==> src/rtl/decode_stage.sv <==
// decode_stage: RV32I instruction decode feeding the ID/EX pipeline register.
//
// Ports
//   clk, rst_n            clock, asynchronous active-low reset
//   if_valid/if_pc/if_instr   fetched instruction from IF
//   rs1addr/rs2addr       register-file read addresses (combinational)
//   rs1_data/rs2_data     register-file read data (combinational)
//   ex_valid/ex_memrd/ex_rdaddr    instruction currently in EX (load detection)
//   mem_regwr/mem_rdaddr/mem_result  writer in MEM (forwarding source)
//   wb_regwr/wb_rdaddr/wb_data       writer in WB (same-cycle write bypass)
//   flush                 taken branch/jump resolved downstream
//   stall_o               fetch must hold if_pc/if_instr next cycle
//   idex_*                registered ID/EX pipeline register
//
// Handshake: if_valid qualifies if_pc/if_instr in the current cycle. stall_o is
// the only back-pressure: while it is 1 the ID/EX register takes a bubble and
// fetch re-presents the same instruction next cycle. There is no ready from EX;
// the ID/EX register accepts on every edge.
module decode_stage #(
  parameter int XLEN = 32
) (
  input  logic            clk,
  input  logic            rst_n,
  input  logic            if_valid,
  input  logic [XLEN-1:0] if_pc,
  input  logic [31:0]     if_instr,
  output logic [4:0]      rs1addr,
  output logic [4:0]      rs2addr,
  input  logic [XLEN-1:0] rs1_data,
  input  logic [XLEN-1:0] rs2_data,
  input  logic            ex_valid,
  input  logic            ex_memrd,
  input  logic [4:0]      ex_rdaddr,
  input  logic            mem_regwr,
  input  logic [4:0]      mem_rdaddr,
  input  logic [XLEN-1:0] mem_result,
  input  logic            wb_regwr,
  input  logic [4:0]      wb_rdaddr,
  input  logic [XLEN-1:0] wb_data,
  input  logic            flush,
  output logic            stall_o,
  output logic            idex_valid,
  output logic [XLEN-1:0] idex_pc,
  output logic [31:0]     idex_instr,
  output logic [XLEN-1:0] idex_rs1val,
  output logic [XLEN-1:0] idex_rs2val,
  output logic [XLEN-1:0] idex_imm,
  output logic [4:0]      idex_rdaddr,
  output logic            idex_regwr,
  output logic            idex_memrd,
  output logic            idex_memwr
);

  localparam logic [6:0] OP_LUI    = 7'b0110111;
  localparam logic [6:0] OP_AUIPC  = 7'b0010111;
  localparam logic [6:0] OP_JAL    = 7'b1101111;
  localparam logic [6:0] OP_JALR   = 7'b1100111;
  localparam logic [6:0] OP_BRANCH = 7'b1100011;
  localparam logic [6:0] OP_LOAD   = 7'b0000011;
  localparam logic [6:0] OP_STORE  = 7'b0100011;
  localparam logic [6:0] OP_OPIMM  = 7'b0010011;
  localparam logic [6:0] OP_OP     = 7'b0110011;

  logic [6:0]      opcode;
  logic [4:0]      rd;
  logic            rs1_used;
  logic            rs2_used;
  logic            regwr_raw;
  logic            memrd;
  logic            memwr;
  logic [31:0]     imm32;
  logic [XLEN-1:0] imm_ext;
  logic [XLEN-1:0] rs1val;
  logic [XLEN-1:0] rs2val;
  logic            load_use;
  logic            bubble;

  assign opcode  = if_instr[6:0];
  assign rd      = if_instr[11:7];
  assign rs1addr = if_instr[19:15];
  assign rs2addr = if_instr[24:20];

  // Opcode decode: operand usage, control bits and immediate format.
  always_comb begin
    rs1_used  = 1'b1;
    rs2_used  = 1'b0;
    regwr_raw = 1'b0;
    memrd     = 1'b0;
    memwr     = 1'b0;
    imm32     = 32'd0;
    case (opcode)
      OP_OP: begin
        rs2_used  = 1'b1;
        regwr_raw = 1'b1;
      end
      OP_OPIMM, OP_JALR: begin
        regwr_raw = 1'b1;
        imm32     = {{20{if_instr[31]}}, if_instr[31:20]};
      end
      OP_LOAD: begin
        regwr_raw = 1'b1;
        memrd     = 1'b1;
        imm32     = {{20{if_instr[31]}}, if_instr[31:20]};
      end
      OP_STORE: begin
        rs2_used = 1'b1;
        memwr    = 1'b1;
        imm32    = {{20{if_instr[31]}}, if_instr[31:25], if_instr[11:7]};
      end
      OP_BRANCH: begin
        rs2_used = 1'b1;
        imm32    = {{19{if_instr[31]}}, if_instr[31], if_instr[7],
                    if_instr[30:25], if_instr[11:8], 1'b0};
      end
      OP_LUI, OP_AUIPC: begin
        rs1_used  = 1'b0;
        regwr_raw = 1'b1;
        imm32     = {if_instr[31:12], 12'd0};
      end
      OP_JAL: begin
        rs1_used  = 1'b0;
        regwr_raw = 1'b1;
        imm32     = {{11{if_instr[31]}}, if_instr[31], if_instr[19:12],
                     if_instr[20], if_instr[30:21], 1'b0};
      end
      default: ;
    endcase
  end

  assign imm_ext = XLEN'($signed(imm32));

  // Operand source priority: x0, then MEM writer, then WB writer (the register
  // file has not absorbed the WB write yet this cycle), then the file itself.
  function automatic logic [XLEN-1:0] resolve(
    input logic [4:0]      addr,
    input logic [XLEN-1:0] rf_val,
    input logic            m_wr,
    input logic [4:0]      m_rd,
    input logic [XLEN-1:0] m_val,
    input logic            w_wr,
    input logic [4:0]      w_rd,
    input logic [XLEN-1:0] w_val
  );
    if (addr == 5'd0)                 return '0;
    else if (m_wr && (m_rd == addr))  return m_val;
    else if (w_wr && (w_rd == addr))  return w_val;
    else                              return rf_val;
  endfunction

  assign rs1val = resolve(rs1addr, rs1_data, mem_regwr, mem_rdaddr, mem_result,
                          wb_regwr, wb_rdaddr, wb_data);
  assign rs2val = resolve(rs2addr, rs2_data, mem_regwr, mem_rdaddr, mem_result,
                          wb_regwr, wb_rdaddr, wb_data);

  // Only a load in EX needs a stall; ALU results are forwarded from EX later.
  assign load_use = if_valid && ex_valid && ex_memrd && (ex_rdaddr != 5'd0) &&
                    ((rs1_used && (ex_rdaddr == rs1addr)) ||
                     (rs2_used && (ex_rdaddr == rs2addr)));

  // A flush wins so fetch is free to redirect instead of holding.
  assign stall_o = load_use && !flush;
  assign bubble  = flush || stall_o || !if_valid;

  // Bubbles clear every field so the register contents stay deterministic.
  always_ff @(posedge clk or negedge rst_n) begin
    if (!rst_n) begin
      idex_valid  <= 1'b0;
      idex_pc     <= '0;
      idex_instr  <= '0;
      idex_rs1val <= '0;
      idex_rs2val <= '0;
      idex_imm    <= '0;
      idex_rdaddr <= '0;
      idex_regwr  <= 1'b0;
      idex_memrd  <= 1'b0;
      idex_memwr  <= 1'b0;
    end else if (bubble) begin
      idex_valid  <= 1'b0;
      idex_pc     <= '0;
      idex_instr  <= '0;
      idex_rs1val <= '0;
      idex_rs2val <= '0;
      idex_imm    <= '0;
      idex_rdaddr <= '0;
      idex_regwr  <= 1'b0;
      idex_memrd  <= 1'b0;
      idex_memwr  <= 1'b0;
    end else begin
      idex_valid  <= 1'b1;
      idex_pc     <= if_pc;
      idex_instr  <= if_instr;
      idex_rs1val <= rs1val;
      idex_rs2val <= rs2val;
      idex_imm    <= imm_ext;
      idex_rdaddr <= rd;
      idex_regwr  <= regwr_raw && (rd != 5'd0);
      idex_memrd  <= memrd;
      idex_memwr  <= memwr;
    end
  end

endmodule

==> config.mk <==
export PLATFORM = sky130hd
export DESIGN_NAME = decode_stage
export DESIGN_NICKNAME = d
export VERILOG_FILES = /design/src/rtl/decode_stage.sv
export SDC_FILE = /design/constraint.sdc
export NUM_CORES = 1
export LEC_CHECK = 0
export ABC_AREA = 1
export BUFFER_PORTS_ARGS = -buffer_cell sky130_fd_sc_hd__buf_2
export CAP_MARGIN = 20
export CELL_PAD_IN_SITES_DETAIL_PLACEMENT = 0
export CELL_PAD_IN_SITES_GLOBAL_PLACEMENT = 1
export CORE_ASPECT_RATIO = 1.2
export CORE_UTILIZATION = 35
export DETAILED_ROUTE_END_ITERATION = 10
export PLACE_DENSITY = 0.92
export REMOVE_ABC_BUFFERS = 1
export SLEW_MARGIN = 20
export SYNTH_ARGS = -nofsm -noshare
export SYNTH_HDL_FRONTEND = slang
export SYNTH_SLANG_ARGS = --single-unit
export TNS_END_PERCENT = 10
==> constraint.sdc <==
create_clock -name clk -period 2.27 [get_ports clk]
set_input_delay 0.1135 -clock clk [delete_from_list [all_inputs] [get_ports clk]]
set_output_delay 0.1135 -clock clk [all_outputs]
set_load 0.01 [all_outputs]
Word level (Yosys, flattened, before mapping)
Cells that the tools add are included.
- bits in registers: 169
- memories kept: 0
- memory bits (read-only): 0
- output and inout port bits: 180
- logic and storage cells: 73
- latch bits: 0
- memory bits (writable): 0
- bitwise logic cells: 0
- divide/modulo/power cells: 0
- reductions and logical operators: 26
- shift-type cells: 0
- equality and inequality tests: 15
- $mul: 0
- $add $sub $neg: 0
- $lt $le $gt $ge: 0
- muxes and demuxes: 22
- operator list (operator ; number):
    2-to-1 mux 32 bit ; 11
    one-hot mux 32 bit (5 select lines) ; 1
    == test 5 bit ; 6
    == test 7 x 6 -> 1 bit (second input constant) ; 3
    == test 7 bit (second input constant) ; 3
    == test 7 x 5 -> 1 bit (second input constant) ; 2
    logical AND 1 bit ; 12
    zero test 5 bit ; 2
    nonzero test 5 bit ; 2
    2-to-1 mux 1 bit ; 9
    OR reduction 3 bit ; 3
    == test 7 x 2 -> 1 bit (second input constant) ; 1
    OR reduction 7 bit ; 1
    2-to-1 mux 5 bit ; 1
    logical OR 1 bit ; 3
    zero test 1 bit ; 2
    OR reduction 2 bit ; 1

Logic depth before layout (Yosys ltp)
Gate-level depths: netlist of the first run.
- word-level depth: 10
- gate-level depth with buffers: 13

Worst setup path before layout of the first run
No wires, ideal clock.
- path type: in2reg
- start point: input port if_instr[1]
- end point: register idex_rs2val[10]
- slack: 0.938 ns
- library setup time: 0.132 ns
- stages on the path: 11
- buffers on the path: 1
- arrival: 1.200 ns
- path through: nand2_1 -> inv_2 -> nand3_1 -> nand2_4 -> inv_2 -> nand3_2 -> nand2_1 -> nand2_2 -> nand2_2 -> clkbuf_1 -> nor2_1
- word-level cells in the longest chain between the ends: 10
- RTL lines (what ; RTL line ; RTL):
    start: declaration ; 26 ; input logic [31:0] if_instr,
    == test 7 bit, or another cell as far along ; 91 ; case (opcode)
    OR reduction 3 bit (no line) ; n/a ;
    2-to-1 mux 1 bit ; 91 ;
    logical AND 1 bit (on tied branches) ; 157, 158 ;
    logical OR 1 bit * ; 157 ; ((rs1_used && (ex_rdaddr == rs1addr)) ||
    logical AND 1 bit * ; 156 ; assign load_use = if_valid && ex_valid && ex_memrd && (ex_rdaddr != 5'd0) &&
    logical AND 1 bit * ; 161 ; assign stall_o = load_use && !flush;
    logical OR 1 bit * (2 in series) ; 162 ; assign bubble = flush || stall_o || !if_valid;
    2-to-1 mux 32 bit * ; 177 ; end else if (bubble) begin
    end signal: assignment ; 193 ; idex_rs2val <= rs2val;
    end: declaration ; 46 ; output logic [XLEN-1:0] idex_rs2val,
Every way passes the cells marked *; elsewhere a longest branch is shown, timed or not.

Worst setup path in the final report of the first run
- start point: input port if_instr[4]
- end point: register idex_imm[10]
- word-level cells in the longest chain between the ends: 10
- RTL lines (what ; RTL line ; RTL):
    == test 7 bit, or another cell as far along ; 91 ;
    OR reduction 3 bit (no line) ; n/a ;
    2-to-1 mux 1 bit ; 91 ;
    logical AND 1 bit (on tied branches) ; 157, 158 ;
    logical OR 1 bit ; 157 ;
    logical AND 1 bit ; 156 ;
    logical AND 1 bit ; 161 ;
    logical OR 1 bit (2 in series) ; 162 ;
    2-to-1 mux 32 bit * ; 177 ;
    end signal: assignment ; 194 ; idex_imm <= imm_ext;
    end: declaration ; 47 ; output logic [XLEN-1:0] idex_imm,
Marked as above.

==> impl_metrics.py, run 1 <==
metrics = {
    "global_routing": {
        "globalRouteTotalUtil": 0.285,
        "overflow": 0,
        "grt_pass1_vias": 9449,
        "antenna_found_initial": 3,
        "grt_pass1_wl_um": 51400,
        "grt_max_degree": 69,
    },
    "cells_and_area": {
        "nets": 1652,
        "final_util": 0.512,
        "mostFrequentLayoutCells": "buf_2, nor2_1, dfrtp_1, nand3_1, nand4_1",
        "fin_cells": 1762,
        "drive_gt1_frac": 0.338,
        "final_common_cell": "buf_2",
        "syn2layout_area_growth_pct": 41.8,
    },
    "clock_network": {
        "cts_resized": 0,
        "numCtsBuffers": 17,
        "h-tree-depth": 4,
        "clk_pin_slew_worst_paths_ns": 0.07,
        "cts.sinks": 164,
        "root_buffer": "clkbuf_16",
        "tritoncts": "done",
        "clockBufferDepth": 2,
    },
    "routing": {
        "dr.pass1.iters": 5,
        "ant_nets": 0,
        "vias": 9257,
        "wl_per_cell_um": 19.4,
        "drt_iter0_drc": 665,
        "via_per_inst": 5.25,
        "routed_wl_um": 34100,
        "drc": 0,
    },
    "floorplanning": {
        "die_w_um": 142,
        "initial_core_util": 0.361,
        "num_rows": 60,
        "core_um2": 22700,
        "num_io_pins": 395,
        "die_area_um2": 24000,
        "fp.dieH_um": 170,
    },
    "sta": {
        "tightest_slew_ns": 0.845,
        "finalSetupViolCount": 0,
        "maxSlewViolCount": 0,
        "slew_headroom": 0.437,
        "setup_tns_ns": 0,
        "max_freq_mhz": 499,
        "rsz0062_at_grt": "no",
        "hold_viol_final": 0,
        "fin_crit_sh": 0.883,
        "period_needed_ns": 2.00,
    },
    "setup_path": {
        "crit_required_ns": 2.61,
        "cp_slowest_cell": "dlygate4sd3_1",
        "cp.depth": 14,
        "crit_start": "if_instr[4]",
        "end_kind": "flip-flop",
        "crit_buf_inv": 5,
        "crit_fanout": 32,
        "cp.arrival_ns": 2.34,
        "cp_slowest_stage_delay_ns": 0.53,
        "crit_family": "simple AND/OR/NAND/NOR gates",
        "crit_path_end": "idex_imm[10]",
        "worstSetupStartpointType": "primary input",
        "crit_type": "in2reg",
        "crit_top_cell": "nand2_4",
        "path_cells": "dlygate4sd3_1, buf_2, inv_2, nand2_2, nor2_4, nand2_4, nand2_4, inv_2, nand3_2, nand2_1, nand2_2, nand2_4, buf_12, nor2_1",
    },
    "placed_design": {
        "hpwl_um": 22100,
        "gp_congestion": 0.918,
        "io_buffers": 394,
        "placed_cells": 1672,
    },
    "power": {
        "ir_drop_mv": 0.453,
        "clkPwrFrac": 0.392,
        "power_density_nw_per_um2": 618,
        "power.net_switching_mw": 2.22,
        "p_sw_frac": 0.309,
        "sequentialPowerShare": 0.426,
        "internal-power_mw": 4.96,
        "power_leakage_nw": 6.68,
        "combPwrFrac": 0.182,
    },
    "yosys": {
        "synth_top_area_frac": 0.501,
        "yosys_warnings": 0,
        "synth-seq-cells": 164,
        "syn_area_um2": 8190,
        "yosysSeqAreaShare": 0.501,
        "yosys-top-cells-area": "dfrtp_1, nand4_1, nor2_1, nand3_1, nand2_1",
        "avgSynthCellArea_um2": 7.97,
        "synth.largest_area_cell": "dfrtp_1",
        "synthDistinctLibCells": 26,
        "synth_cells": 1027,
    },
    "flow_run": {
        "maxCapViolCount": 0,
    },
    "status": {
        "outcome": "finished clean",
    },
    "worst_hold_path": {
        "hp-class": "in2reg",
    },
}
worst min-delay path by stage:
stage,start,end,slack [ns],cells after the start
after floorplan,rst_n,idex_imm[0],-0.18,0
after global placement,rst_n,idex_rs2val[9],0.19,1
after detailed placement,rst_n,idex_rs1val[9],0.18,1
after CTS,rs2_data[9],idex_rs2val[9],0.01,5
after global routing,if_instr[18],idex_instr[18],0.03,3
final,if_instr[18],idex_instr[18],0.03,3
through the flow:
stage | setup WS (ns) | area, µm² | total power [mW] | hold slack (ns)
2_1_floorplan | -0.612 | 7680 | 3.61 | -0.182
3_3_place_gp | 0.353 | 10500 | 4.31 | 0.188
3_5_place_dp | 0.347 | 10500 | 4.32 | 0.182
4_1_cts | 0.318 | 11600 | 7.22 | 0.0136
5_1_grt | 0.133 | 11600 | 7.46 | 0.0289
6_report | 0.266 | 11600 | 7.17 | 0.0340
sequential cells by signal, summed over array words and instances, names as in the netlist:
| signal | cells |
|---|---|
| idex_rs1val | 32 |
| idex_rs2val | 32 |
| idex_valid | 1 |
| idex_rdaddr | 4 |
| idex_memwr | 1 |
| idex_pc | 32 |
| idex_regwr | 1 |
| idex_imm | 32 |
| idex_memrd | 1 |
| idex_instr | 28 |
repair_timing:
action                                  CTS  global route
buffers inserted                          0             0
hold buffers                             56             0
endpoints found under the setup margin    0             0
endpoints found under the hold margin   134             0
metal layers:
metal  track usage  wire length (µm)
met4         0.159              1450
met3        0.0742              3230
met2         0.499             17100
met1         0.313             12400
met5             0                 0
area by class of cell:
class / instances / area, µm²
Antenna cell: 2 / 5.00
Fill cell: 2218 / 11100
Clock buffer: 18 / 429
Clock inverter: 14 / 143
Timing Repair Buffer: 480 / 2860
Sequential cell: 164 / 4100
Tap cell: 310 / 388
Inverter: 120 / 450
Multi-Input combinational cell: 654 / 3220
cell usage after synthesis, drive strengths merged:
master and count:
nor2 199, nand4 131, nand3 145, a22oi 4, nor3 14, dfrtp 164, a31oi 4, clkbuf 45
xnor2 2, buf 44, nand2 115, a21oi 19, o21ai 10, xor2 3, inv 120, o22ai 7
o211ai 1
cells by family (layout without fill, tap and decap cells):
kind of cell | after synthesis | count (layout) | share of synthesized area
compound gates | 45 | 45 | 0.0307
simple gates | 604 | 604 | 0.346
flops | 164 | 164 | 0.501
other cells | 0 | 2 | 0
buf+inv | 209 | 632 | 0.116
xor+xnor | 5 | 5 | 0.00535
power by group through the flow:
stage	sequential [mW]	clock (mW)	combinational, mW
finish	3.05	2.81	1.31
global route	3.06	2.99	1.42
CTS	3.05	2.87	1.29
detailed placement	3.11	0	1.22
global placement	3.11	0	1.20
floorplan	3.16	0	0.443
Power figures use the tool's default switching activity.
==> run 2, diff against run 1 <==
- CELL_PAD_IN_SITES_DETAIL_PLACEMENT: 0 -> unset
- CELL_PAD_IN_SITES_GLOBAL_PLACEMENT: 1 -> unset
- CORE_AREA: unset -> 2 2 152 154
- CORE_ASPECT_RATIO: 1.2 -> unset
- CORE_UTILIZATION: 35 -> unset
- DIE_AREA: unset -> 0 0 154 156
- PLACE_DENSITY: 0.92 -> 0.72
==> run 2 against run 1 <==
Flip-flop and latch count unchanged. Setup slack got worse by 0.031 ns. Design area about the same. Hold slack worse by 0.0034 ns. Critical path depth unchanged. Wire length shrank 4.4%. Non-clock buffer count is 2 higher. Combinational power barely moved. First-iteration DRC count down 10%. Cell count shrank 1.4%.
==> impl_metrics.py, run 2 (same netlist as run 1, synthesis figures left out) <==
metrics = {
    "status": {
        "outcome": "finished clean",
    },
    "sta": {
        "maxSlewViolCount": 0,
        "tightest_slew_ns": 0.621,
        "timing.hold.ws_ns": 0.0307,
        "fin_crit_sh": 0.897,
        "fin_ws_ns": 0.235,
        "slew_headroom": 0.586,
        "rsz0062_at_grt": "no",
        "hold_viol_final": 0,
        "period_needed_ns": 2.04,
        "finalSetupViolCount": 0,
        "max_freq_mhz": 491,
        "setup_tns_ns": 0,
    },
    "power": {
        "total_power_mw": 7.21,
        "power_density_nw_per_um2": 621,
        "power_leakage_nw": 6.73,
        "ir_drop_mv": 0.352,
    },
    "placed_design": {
        "hpwl_um": 22000,
        "dp_slack_ns": 0.362,
        "dpl_cell_area_um2": 10500,
        "placed_cells": 1650,
        "io_buffers": 394,
        "gp_congestion": 0.901,
    },
    "routing": {
        "ant_nets": 0,
        "routed_wl_um": 32600,
        "drt_iter0_drc": 598,
        "drc": 0,
        "dr.pass1.iters": 5,
        "wl_per_cell_um": 18.8,
        "via_per_inst": 5.31,
        "vias": 9232,
    },
    "floorplanning": {
        "num_rows": 55,
        "num_io_pins": 395,
        "fp.dieH_um": 156,
        "die_w_um": 154,
        "initial_core_util": 0.366,
        "core_um2": 22400,
        "die_area_um2": 24000,
    },
    "cells_and_area": {
        "final_area_um2": 11600,
        "nets": 1654,
        "n_antenna_cell": 0,
        "final_util": 0.519,
        "fin_cells": 1737,
        "mostFrequentLayoutCells": "buf_2, nor2_1, dfrtp_1, nand3_1, nand4_1",
        "drive_gt1_frac": 0.340,
        "syn2layout_area_growth_pct": 41.8,
        "final_common_cell": "buf_2",
    },
    "setup_path": {
        "crit_fanout": 60,
        "end_kind": "flip-flop",
        "crit_type": "in2reg",
        "cp.arrival_ns": 2.38,
        "crit_required_ns": 2.62,
        "path_cells": "dlygate4sd3_1, buf_2, inv_2, nand2_2, nor2_4, nand2_4, nand2_4, inv_2, nand3_2, nand2_1, nand2_2, nand2_8, buf_12, nor2_1",
        "cp_slowest_cell": "dlygate4sd3_1",
        "cp_slowest_stage_delay_ns": 0.54,
        "worstSetupStartpointType": "primary input",
    },
    "global_routing": {
        "grt_pass1_vias": 9161,
        "use_met2": 0.454,
        "antenna_found_initial": 2,
        "overflow": 0,
        "globalRouteTotalUtil": 0.266,
        "busiest_layer": "met2",
        "use_met1": 0.315,
        "grt_pass1_wl_um": 49300,
        "grt_max_degree": 64,
        "grt_util_met3": 0.0633,
    },
    "flow_run": {
        "maxCapViolCount": 0,
    },
    "clock_network": {
        "h-tree-depth": 4,
        "numCtsBuffers": 17,
        "clockBufferDepth": 2,
        "cts.sinks": 164,
        "post_cts_buffers": 0,
        "tritoncts": "done",
        "root_buffer": "clkbuf_16",
        "clk_pin_slew_worst_paths_ns": 0.08,
    },
    "worst_hold_path": {
        "hp-class": "in2reg",
        "holdPathStages": 5,
    },
}
-- run 2: cell count changes in the layout (fill, tap and decap cells not counted), moves of 2 or more --
cell / before / now
nor2_2: 6 / 12
buf_12: 8 / 11
clkinvlp_4: 6 / 2
nor2_4: 7 / 1
diode_2: 2 / 0
clkinv_4: 0 / 2
inv_6: 1 / 3
-- run 2: cell type report --
type | count | area [µm²]
Fill cell | 2130 | 10800
Multi-Input combinational cell | 654 | 3200
Timing Repair Buffer | 482 | 2910
Inverter | 120 | 450
Clock inverter | 15 | 158
Sequential cell | 164 | 4100
Tap cell | 285 | 357
Clock buffer | 17 | 425
-- run 2: worst paths after layout --
| path | to | slack, ns | from |
|---|---|---|---|
| worst max-delay path | idex_rs2val[11] | 0.23 | if_instr[4] |
| worst min-delay path | idex_rs2val[2] | 0.03 | rs2_data[2] |
| min in group asynchronous | idex_rs1val[16] | 0.24 | rst_n |
| max in group asynchronous | idex_rs1val[10] | 1.32 | rst_n |
-- run 2: power breakdown --
part           internal, mW  leakage [nW]  switching (mW)
sequential             3.02          2.22          0.0335
combinational         0.487          4.22           0.805
clock                  1.47         0.280            1.40
-- run 2: worst max-delay path: cells and delay by family --
family        cells  cell delay, ns
buf+inv           5            1.10
simple gates      9            1.15
-- run 2: what timing repair did --
action,CTS,global route
hold buffers,55,0
gates resized for setup,0,0
hold endpoints to repair,129,0
setup endpoints to repair,0,0
-- run 2: routing by layer --
metal	share of wire	wire, µm
met4	0.040	1310
met1	0.37	12200
met3	0.10	3370
met5	0.00040	13
met2	0.48	15700
